==> config.mk <==
export PLATFORM = sky130hd
export DESIGN_NAME = fetch_redirect_ctrl
export DESIGN_NICKNAME = d
export VERILOG_FILES = /design/src/rtl/fetch_redirect_ctrl_pkg.sv /design/src/rtl/fetch_inflight_ctr.sv /design/src/rtl/fetch_redirect_ctrl.sv
export SDC_FILE = /design/constraint.sdc
export NUM_CORES = 1
export LEC_CHECK = 0
export CAP_MARGIN = 20
export CORE_ASPECT_RATIO = 1.25
export CORE_MARGIN = 2
export CORE_UTILIZATION = 30
export DETAILED_ROUTE_END_ITERATION = 12
export GPL_ROUTABILITY_DRIVEN = 0
export GPL_TIMING_DRIVEN = 0
export HOLD_SLACK_MARGIN = 0.03
export MAX_ROUTING_LAYER = met4
export PLACE_DENSITY = 0.65
export REMOVE_ABC_BUFFERS = 1
export SLEW_MARGIN = 10
export SYNTH_ARGS = -nofsm -noshare
export SYNTH_HDL_FRONTEND = slang
export SYNTH_SLANG_ARGS = --single-unit
==> constraint.sdc <==
create_clock -name clk -period 2.4 [get_ports clk]
set_input_delay 0.36 -clock clk [delete_from_list [all_inputs] [get_ports clk]]
set_output_delay 0.36 -clock clk [all_outputs]
set_load 0.01 [all_outputs]
==> src/rtl/fetch_redirect_ctrl_pkg.sv <==
// +-----------------------------------------------------------------------------+
// | fetch_redirect_ctrl_pkg : redirect source / state encodings and defaults     |
// | Revision: 1.0                                                                |
// +-----------------------------------------------------------------------------+
`default_nettype none

package fetch_redirect_ctrl_pkg;

  localparam int MAX_INFLIGHT_DEF = 2;

  // Lower encoding means higher priority (and an older instruction).
  typedef enum logic [1:0] {
    REDIR_SRC_TRAP = 2'd0,
    REDIR_SRC_JALR = 2'd1,
    REDIR_SRC_BR   = 2'd2,
    REDIR_SRC_JAL  = 2'd3
  } redir_src_e;

  typedef enum logic [1:0] {
    ST_IDLE  = 2'd0,
    ST_HOLD  = 2'd1,
    ST_DRAIN = 2'd2
  } redir_state_e;

endpackage

`default_nettype wire

==> src/rtl/fetch_inflight_ctr.sv <==
// +-----------------------------------------------------------------------------+
// | fetch_inflight_ctr : outstanding I-fetch counter and stale-response dropping |
// | Revision: 1.0                                                                |
// +-----------------------------------------------------------------------------+
`default_nettype none

module fetch_inflight_ctr #(
  parameter int MAX_INFLIGHT = 2,
  parameter int CW           = 2
) (
  input  logic          clk,
  input  logic          rst_n,
  input  logic          if_req_fire,
  input  logic          if_rsp_valid,
  input  logic          redir_valid,
  output logic [CW-1:0] outstanding,
  output logic          if_req_allow,
  output logic          if_rsp_drop,
  output logic          drain_next
);

  localparam logic [CW-1:0] MAX_CNT = CW'(MAX_INFLIGHT);

  logic [CW-1:0] outstanding_q, outstanding_d;
  logic [CW-1:0] drop_cnt_q, drop_cnt_d;

  // Illegal fire-when-full / response-when-empty saturate instead of wrapping.
  always_comb begin
    outstanding_d = outstanding_q;
    if (if_req_fire && !if_rsp_valid) begin
      if (outstanding_q != MAX_CNT) outstanding_d = outstanding_q + CW'(1);
    end else if (!if_req_fire && if_rsp_valid) begin
      if (outstanding_q != '0) outstanding_d = outstanding_q - CW'(1);
    end
  end

  // A request fired in the redirect cycle used the old PC, so it is stale too.
  always_comb begin
    drop_cnt_d = drop_cnt_q;
    if (redir_valid) begin
      drop_cnt_d = outstanding_d;
    end else if (if_rsp_valid && (drop_cnt_q != '0)) begin
      drop_cnt_d = drop_cnt_q - CW'(1);
    end
  end

  always_ff @(posedge clk or negedge rst_n) begin
    if (!rst_n) begin
      outstanding_q <= '0;
      drop_cnt_q    <= '0;
    end else begin
      outstanding_q <= outstanding_d;
      drop_cnt_q    <= drop_cnt_d;
    end
  end

  assign outstanding  = outstanding_q;
  assign if_req_allow = (outstanding_q < MAX_CNT);
  assign if_rsp_drop  = if_rsp_valid && (redir_valid || (drop_cnt_q != '0));
  assign drain_next   = (drop_cnt_d != '0);

  a_no_fire_when_full: assert property (@(posedge clk) disable iff (!rst_n)
    !(if_req_fire && (outstanding_q == MAX_CNT)));
  a_no_rsp_when_empty: assert property (@(posedge clk) disable iff (!rst_n)
    !(if_rsp_valid && (outstanding_q == '0)));

endmodule

`default_nettype wire

==> src/rtl/fetch_redirect_ctrl.sv <==
// +-----------------------------------------------------------------------------+
// | fetch_redirect_ctrl : prioritised fetch-PC redirect, hold and flush control  |
// | Optional perf counters under macro REDIR_PERF_EN.  Revision: 1.0             |
// +-----------------------------------------------------------------------------+
`default_nettype none

module fetch_redirect_ctrl
  import fetch_redirect_ctrl_pkg::*;
#(
  parameter  int MAX_INFLIGHT = MAX_INFLIGHT_DEF,
  localparam int CW           = $clog2(MAX_INFLIGHT + 1)
) (
  input  logic          clk,
  input  logic          rst_n,
  input  logic          trap_req,
  input  logic [63:0]   trap_addr,
  input  logic          jalr_req,
  input  logic [63:0]   jalr_addr,
  input  logic          br_miss_req,
  input  logic [63:0]   br_addr,
  input  logic          jal_req,
  input  logic [63:0]   jal_addr,
  input  logic          stall,
  input  logic          if_req_fire,
  input  logic          if_rsp_valid,
  output logic          redir_valid,
  output logic [1:0]    redir_src,
  output logic [63:0]   redir_addr,
  output logic          flush_if,
  output logic          flush_id,
  output logic          if_rsp_drop,
  output logic          if_req_allow,
  output logic          held,
  output logic [CW-1:0] outstanding,
  output logic [31:0]   perf_redir_cnt,
  output logic [31:0]   perf_drop_cnt
);

  redir_state_e state_q, state_d;
  redir_src_e   held_src_q, held_src_d;
  logic [63:0]  held_addr_q, held_addr_d;

  redir_src_e   hi_src, lo_src, cand_src, sel_src;
  logic [63:0]  hi_addr, lo_addr, cand_addr;
  logic         hi_req, lo_req, take_new, drain_next;

  assign hi_req  = trap_req | jalr_req;
  assign hi_src  = trap_req ? REDIR_SRC_TRAP : REDIR_SRC_JALR;
  assign hi_addr = trap_req ? trap_addr : jalr_addr;
  assign lo_req  = br_miss_req | jal_req;
  assign lo_src  = br_miss_req ? REDIR_SRC_BR : REDIR_SRC_JAL;
  assign lo_addr = br_miss_req ? br_addr : jal_addr;

  // Equal/lower priority requests in HOLD come from a younger path and are ignored.
  assign take_new  = lo_req && ((state_q != ST_HOLD) || (lo_src < held_src_q));
  assign cand_src  = take_new ? lo_src : held_src_q;
  assign cand_addr = take_new ? lo_addr : held_addr_q;

  always_comb begin
    redir_valid = 1'b0;
    sel_src     = REDIR_SRC_TRAP;
    redir_addr  = '0;
    held_src_d  = held_src_q;
    held_addr_d = held_addr_q;
    if (hi_req) begin
      redir_valid = 1'b1;
      sel_src     = hi_src;
      redir_addr  = hi_addr;
    end else if ((state_q == ST_HOLD) || lo_req) begin
      if (stall) begin
        held_src_d  = cand_src;
        held_addr_d = cand_addr;
      end else begin
        redir_valid = 1'b1;
        sel_src     = cand_src;
        redir_addr  = cand_addr;
      end
    end
    if (redir_valid) begin
      held_src_d  = REDIR_SRC_TRAP;
      held_addr_d = '0;
    end
  end

  always_comb begin
    state_d = state_q;
    if (redir_valid) begin
      state_d = drain_next ? ST_DRAIN : ST_IDLE;
    end else if (lo_req && stall) begin
      state_d = ST_HOLD;
    end else if ((state_q == ST_DRAIN) && !drain_next) begin
      state_d = ST_IDLE;
    end
  end

  always_ff @(posedge clk or negedge rst_n) begin
    if (!rst_n) begin
      state_q     <= ST_IDLE;
      held_src_q  <= REDIR_SRC_TRAP;
      held_addr_q <= '0;
    end else begin
      state_q     <= state_d;
      held_src_q  <= held_src_d;
      held_addr_q <= held_addr_d;
    end
  end

  assign redir_src = sel_src;
  assign flush_if  = redir_valid;
  assign flush_id  = redir_valid;
  assign held      = (state_q == ST_HOLD);

  fetch_inflight_ctr #(
    .MAX_INFLIGHT (MAX_INFLIGHT),
    .CW           (CW)
  ) u_inflight (
    .clk          (clk),
    .rst_n        (rst_n),
    .if_req_fire  (if_req_fire),
    .if_rsp_valid (if_rsp_valid),
    .redir_valid  (redir_valid),
    .outstanding  (outstanding),
    .if_req_allow (if_req_allow),
    .if_rsp_drop  (if_rsp_drop),
    .drain_next   (drain_next)
  );

`ifdef REDIR_PERF_EN
  logic [31:0] perf_redir_cnt_q, perf_redir_cnt_d;
  logic [31:0] perf_drop_cnt_q, perf_drop_cnt_d;

  always_comb begin
    perf_redir_cnt_d = perf_redir_cnt_q;
    perf_drop_cnt_d  = perf_drop_cnt_q;
    if (redir_valid && (perf_redir_cnt_q != 32'hFFFF_FFFF))
      perf_redir_cnt_d = perf_redir_cnt_q + 32'd1;
    if (if_rsp_drop && (perf_drop_cnt_q != 32'hFFFF_FFFF))
      perf_drop_cnt_d = perf_drop_cnt_q + 32'd1;
  end

  always_ff @(posedge clk or negedge rst_n) begin
    if (!rst_n) begin
      perf_redir_cnt_q <= '0;
      perf_drop_cnt_q  <= '0;
    end else begin
      perf_redir_cnt_q <= perf_redir_cnt_d;
      perf_drop_cnt_q  <= perf_drop_cnt_d;
    end
  end

  assign perf_redir_cnt = perf_redir_cnt_q;
  assign perf_drop_cnt  = perf_drop_cnt_q;
`else
  assign perf_redir_cnt = '0;
  assign perf_drop_cnt  = '0;
`endif

endmodule

`default_nettype wire

==> run metrics, run 1 <==
IO Port Bufs=338; drt pass-1 iters=5; total core area=0.0236 mm^2; crit-path cells=buf_4 > nand2b_4 > buf_12 > buf_4 > a211oi_1 > or4_1 > o21ai_1 > buf_2; CTS HTree Levels=3; Die X=142 um; DP Worst Slack=-1.40 ns; Layout Cells excl Fill=1,626; Mapped Cells=951; EDFF count, synth=0; max-slew violation count=0; crit path DAT=2.26 ns; #FFs+latches synth=72; largest net degree at the start of global routing=70; total grt overflow=0; fillers=2,244; failing checks=negative setup slack; Netlist cell types=37; Max Cap Viol=0; vias per cell=5.84; slowest stage delay, CP=0.58 ns; outcome=finished, violations left; Slowest cell on crit path=or4_1; synth-to-layout area growth=76.5%; Critical Path Most Common Cell=buf_4; Clock Root Buffer=clkbuf_16; Ys Warns=0; die height=177 um; r2r setup slk=0.03 ns; initial core utilization=0.304; cell taking the most area after synthesis=dfrtp_1; Slew headroom=0.386; power per cell area=395 mW/mm^2; die area=0.0252 mm^2; ys flop type=dfrtp_1; via count=9,498; Tightest Hold Check Type=reg2reg; Mean Syn Cell Area=7.56 um^2; global-route wire length before repair=56.0 mm; post-DP HPWL=17.9 mm; Crit Path Max Fanout=5; critical path endpoint category=primary output; Max IR drop VDD=0.000317 V; DRC=0; drt total wl=39.2 mm; count leader, synth=o21ai_1; CTS tree=built; Worst Path Required=2.04 ns; Synth top area share=0.251; reg2reg path depth=8; ANT nets after route=0; Slew @ Worst Pin=0.916 ns; kind of critical path=reg2out; Num CTS Buffers=9; Worst-Skew Late Latency=0.35 ns; total track usage=0.302; setup slack after layout=-0.218 ns; final setup skew=0.00671 ns; register area=0.00181 mm^2; final period utilization=1.09; drt wl/cell=24.1 um; final setup violation count=68; initial antenna violation count=0; row cnt=63; multi-input combinational cell area=0.00532 mm^2; fmax=382 MHz; Post-synth top cells=o21ai_1 (120), buf_4 (78), dfrtp_1 (72); Startpoint Class=register; Worst-path clk slew=0.06 ns; static leakage=5.08 nW; RSZ-0062 raised after global routing=yes; DR iter-0 viols=804; clock tree sinks=72; post-layout min period=2.62 ns; register area share after synthesis=0.251; Min-Delay Path Depth=2; top cells by area, synth=dfrtp_1 (25%), o21ai_1 (8.4%), buf_4 (8.1%), nor4b_1 (7.8%), a211oi_1 (6.9%); Mapped Area=0.00719 mm^2; cell count after placement=1,479; hold_ws=0.514 ns; fraction of layout cells with a size suffix above 1=0.281; vias in the first global route=9,115; I/O pins=403; Final nets=1,600; asr flop ratio synth=1.00; Hold Fails Final Rpt=0; Max clock buf depth=2; Post-Route Setup TNS=-9.59 ns
timing repair:
| item | 4_1_cts | 5_1_grt |
|---|---|---|
| pin swaps | 65 | 25 |
| hold endpoints to repair | 36 | 0 |
| hold buffers | 1 | 0 |
| endpoints found under the setup margin | 137 | 88 |
| resized for setup | 413 | 78 |
| gates cloned | 30 | 2 |
| buffers inserted | 88 | 13 |
layer usage:
layer  track usage  vias to the layer above  wire length [um]
li1              -                     4234                 -
met1         0.371                     4624             15500
met2         0.506                      566             19400
met3        0.0338                       74              2960
met4         0.123                        0              1310
met5             -                        -                 0
area by class of cell:
class | count | share of cell area
well taps | 292 | 0.0288
flip-flops and latches | 72 | 0.142
inverters | 7 | 0.00414
multi-input cells | 769 | 0.419
clock inverters | 1 | 0.000394
diodes | 1 | 0.000197
repair inverters | 10 | 0.0196
repair buffers | 462 | 0.365
clock buffers | 12 | 0.0202
final timing paths:
check                                      startpoint                          end
setup / recovery               state_q[0]$_DFFE_PN0P_               redir_addr[13]
hold / removal             held_addr_q[8]$_DFFE_PN0P_   held_addr_q[8]$_DFFE_PN0P_
setup reg to reg               state_q[0]$_DFFE_PN0P_  held_addr_q[31]$_DFFE_PN0P_
hold reg to reg            held_addr_q[8]$_DFFE_PN0P_   held_addr_q[8]$_DFFE_PN0P_
max in group asynchronous                       rst_n  held_addr_q[37]$_DFFE_PN0P_
min in group asynchronous                       rst_n  held_addr_q[11]$_DFFE_PN0P_
cells in the final DEF (no fill, tap or decap), drive strengths merged, types with 2 or more instances in the layout:
| master | synthesis | routed |
|---|---|---|
| nor2 | 9 | 10 |
| nor3 | 65 | 65 |
| nand2b | 65 | 68 |
| clkinv | 1 | 11 |
| nor3b | 2 | 2 |
| a211oi | 66 | 66 |
| nand3 | 2 | 2 |
| inv | 6 | 7 |
| nand2 | 68 | 75 |
| a21o | 2 | 2 |
| clkdlybuf4s50 | 0 | 264 |
| xnor2 | 2 | 2 |
| or4 | 64 | 64 |
| mux2i | 3 | 3 |
| a21oi | 70 | 70 |
| conb | 1 | 64 |
| or2 | 2 | 2 |
| and2 | 1 | 2 |
| dfrtp | 72 | 72 |
| buf | 137 | 189 |
| nor4b | 64 | 64 |
| dlygate4sd2 | 0 | 3 |
| a22oi | 65 | 65 |
| ha | 4 | 4 |
| o21ai | 131 | 131 |
| bufbuf | 0 | 2 |
| clkbuf | 41 | 15 |
cell families after synthesis:
logic type | count (synthesis) | share of synthesized area
DFF | 72 | 0.251
and+or+nand+nor | 345 | 0.296
buffers and inverters | 185 | 0.154
adders and majority gates | 4 | 0.00696
other | 1 | 0.000522
AOI/OAI and AO/OA | 338 | 0.284
muxes | 4 | 0.00574
xor gates and xnor gates | 2 | 0.00244
worst max-delay path: cells and delay by family, from the launching register on:
family          cells  cell delay, ns
simple gates        2            0.70
flops               1            0.42
buf+inv             4            0.58
compound gates      2            0.21
state kept, by name, summed over array words and instances, names as in the netlist:
register / flops
u_inflight.outstanding: 2
held_src_q: 2
state_q: 2
held_addr_q: 64
u_inflight.drop_cnt_q: 2
report_power, final:
part	switching (mW)	leakage [nW]	internal, mW
clock network	0.527	0.130	0.738
logic	1.12	3.97	1.28
registers	0.0660	0.978	1.29
total	1.72	5.08	3.30
metrics by stage:
stage / util / area [um^2] / power [mW]
after floorplan: - / 6350 / 2.13
after global placement: 0.427 / 10100 / 3.14
after detailed placement: 0.439 / 10400 / 3.16
after CTS: 0.520 / 12300 / 4.90
after global routing: 0.537 / 12700 / 5.25
final: 0.537 / 12700 / 5.02
Power figures use the tool's default switching activity.
==> run 2: changes to the inputs <==
Settings changed: CORE_ASPECT_RATIO 1.25 to not set, PLACE_DENSITY 0.65 to 0.66, SYNTH_HIERARCHICAL set to 1.
==> run 2 against run 1 <==
Against the previous run:
- the run still ends with negative setup slack left
- register-to-register slack improved by 0.27 ns
- clock-buffer cell count fell by 1
- sequential share of layout area rose by 1.3 points
- critical path depth rose by 1
- maximum frequency rose by 6.6%
- area after synthesis fell by 4.0%
- utilization fell by 2.5 points
- clock power rose by 20%
- critical endpoint is now redir_addr[19]
- largest power group unchanged
==> run metrics, run 2 <==
CTS HTree Levels=3; Max clock buf depth=2; power per cell area=449 mW/mm^2; DP Area=0.0103 mm^2; crit path DAT=2.10 ns; Startpoint Class=register; Synth top area share=0.261; Worst Path Required=2.04 ns; die height=156 um; IO Port Bufs=338; row cnt=55; Reg with most FFs=held_addr_q; setup slack after layout=-0.0565 ns; initial antenna violation count=1; Mean Syn Cell Area=8.56 um^2; commonest non-fill, non-tap cell in the layout=clkdlybuf4s50_1; Num CTS Buffers=9; register area share after synthesis=0.261; Mapped Area=0.00690 mm^2; Netlist cell types=44; final setup violation count=19; Slew headroom=0.421; Worst-path clk slew=0.06 ns; outcome=finished, violations left; Ys Warns=6; CTS tree=built; largest net degree at the start of global routing=71; Worst-Skew Late Latency=0.34 ns; Clock Root Buffer=clkbuf_16; drt pass-1 iters=5; Core Util, Final=0.512; fraction of layout cells with a size suffix above 1=0.230; total track usage=0.255; Post-Route Setup TNS=-0.439 ns; via count=7,967; EDFF count, synth=0; max-slew violation count=0; Crit Path Max Fanout=8; RSZ-0062 raised after global routing=yes; kind of critical path=reg2out; Tightest Hold Check Type=in2reg; DRC=0; most frequent cells in the layout=clkdlybuf4s50_1 (265), nand2_1 (70), dfrtp_1 (70), nor2_1 (69), mux2i_1 (68); die area=0.0242 mm^2; Mapped Cells=806; failing checks=negative setup slack; Max IR drop VDD=0.000292 V; I/O pins=403; #FFs+latches synth=72; post-layout min period=2.46 ns; asr flop ratio synth=1.00; hold_ws=0.479 ns; fmax=407 MHz; global-route wire length before repair=46.3 mm; cell count after placement=1,356; total grt overflow=0; vias in the first global route=7,792; cell taking the most area after synthesis=dfrtp_1; r2r setup slk=0.30 ns; Slew @ Worst Pin=0.869 ns; vias per cell=5.52; drt total wl=31.8 mm; synth-to-layout area growth=67.9%; DR iter-0 viols=399; Hold Fails Final Rpt=0; total core area=0.0226 mm^2; post-route cell area=0.0116 mm^2; ANT nets after route=0; initial core utilization=0.305; ys flop type=dfrtp_1; Final nets=1,422; Largest register FFs=64; Layout Cells excl Fill=1,443; Max Cap Viol=0; final setup skew=0.0109 ns; top cells by area, synth=dfrtp_1 (26%), o41ai_2 (12%), mux2i_1 (9.9%), buf_4 (7.9%), a22oi_1 (7.2%); total power=5.20 mW; Die X=156 um; DP Worst Slack=-1.60 ns; critical path endpoint category=primary output; clock tree sinks=72; static leakage=4.95 nW; drt wl/cell=22.0 um; final period utilization=1.02; count leader, synth=buf_4; post-DP HPWL=18.5 mm; Post-synth top cells=buf_4 (73), dfrtp_1 (72), nand2_1 (71), nor2_1 (71)
run 2: per-layer routing:
layer / up-vias / wire [um] / GRT usage / part of all wire
met3: 45 / 2470 / 0.0356 / 0.078
met5: - / 0 / - / 0
met1: 3914 / 13200 / 0.316 / 0.42
met2: 383 / 15300 / 0.434 / 0.48
met4: 0 / 763 / 0.0712 / 0.024
li1: 3625 / - / - / -
run 2: final timing paths:
path | from | to | depth (start not counted)
worst max-delay path | state_q[0]$_DFFE_PN0P_ | redir_addr[19] | 9
worst min-delay path | stall | held_src_q[0]$_DFFE_PN0P_ | 3
worst max register to register | state_q[1]$_DFFE_PN0P_ | held_addr_q[20]$_DFFE_PN0P_ | 7
worst min register to register | held_addr_q[22]$_DFFE_PN0P_ | held_addr_q[22]$_DFFE_PN0P_ | 2
max in group asynchronous | rst_n | held_src_q[1]$_DFFE_PN0P_ | 3
min in group asynchronous | rst_n | held_addr_q[50]$_DFFE_PN0P_ | 2
run 2: power breakdown:
part / internal, mW / switching, mW / total [mW] / leakage (nW)
registers: 1.28 / 0.0447 / 1.32 / 0.983
logic: 1.20 / 1.15 / 2.35 / 3.81
clock network: 0.966 / 0.563 / 1.53 / 0.158
total: 3.44 / 1.76 / 5.20 / 4.95
run 2: final cells by class:
| class | instances | area, um^2 |
|---|---|---|
| Sequential cell | 72 | 1800 |
| Inverter | 8 | 41.3 |
| Clock buffer | 11 | 253 |
| Multi-Input combinational cell | 647 | 4680 |
| Clock inverter | 4 | 76.3 |
| Tap cell | 285 | 357 |
| Antenna cell | 1 | 2.50 |
| Timing Repair Buffer | 415 | 4370 |
| Fill cell | 2127 | 11100 |
run 2: kinds of logic (layout without fill, tap and decap cells):
logic type | Yosys count | in the layout | share of synthesized area
compound gates | 279 | 284 | 0.340
simple gates | 221 | 225 | 0.139
buf+inv | 159 | 438 | 0.151
flops | 72 | 72 | 0.261
mux | 68 | 68 | 0.0986
fa+ha+maj | 4 | 4 | 0.00725
xor+xnor | 2 | 2 | 0.00254
other cells | 1 | 65 | 0.000543
run 2: what timing repair did:
action / in CTS / in global routing
endpoints found under the hold margin: 31 / 0
hold buffers: 1 / 0
setup buffers: 46 / 8
setup endpoints to repair: 136 / 94
gates cloned: 15 / 2
gates resized for setup: 319 / 51
pin swaps: 12 / 20
run 2: worst max-delay path, cell delays in order (launching register included):
cell and delay [ns]:
dfrtp_1 0.41, nand2b_4 0.14, inv_8 0.06, a21oi_4 0.18
clkbuf_16 0.20, buf_12 0.12, buf_16 0.12, nor3_4 0.04
o41ai_2 0.29, buf_2 0.18
==> run 3: changes to the inputs <==
Settings changed: CORE_ASPECT_RATIO set to 1.25, PLACE_DENSITY 0.66 to 0.65, SYNTH_HIERARCHICAL 1 to not set.
==> results of run 3 <==
Final layout, timing and power as in run 1 (identical DEF).
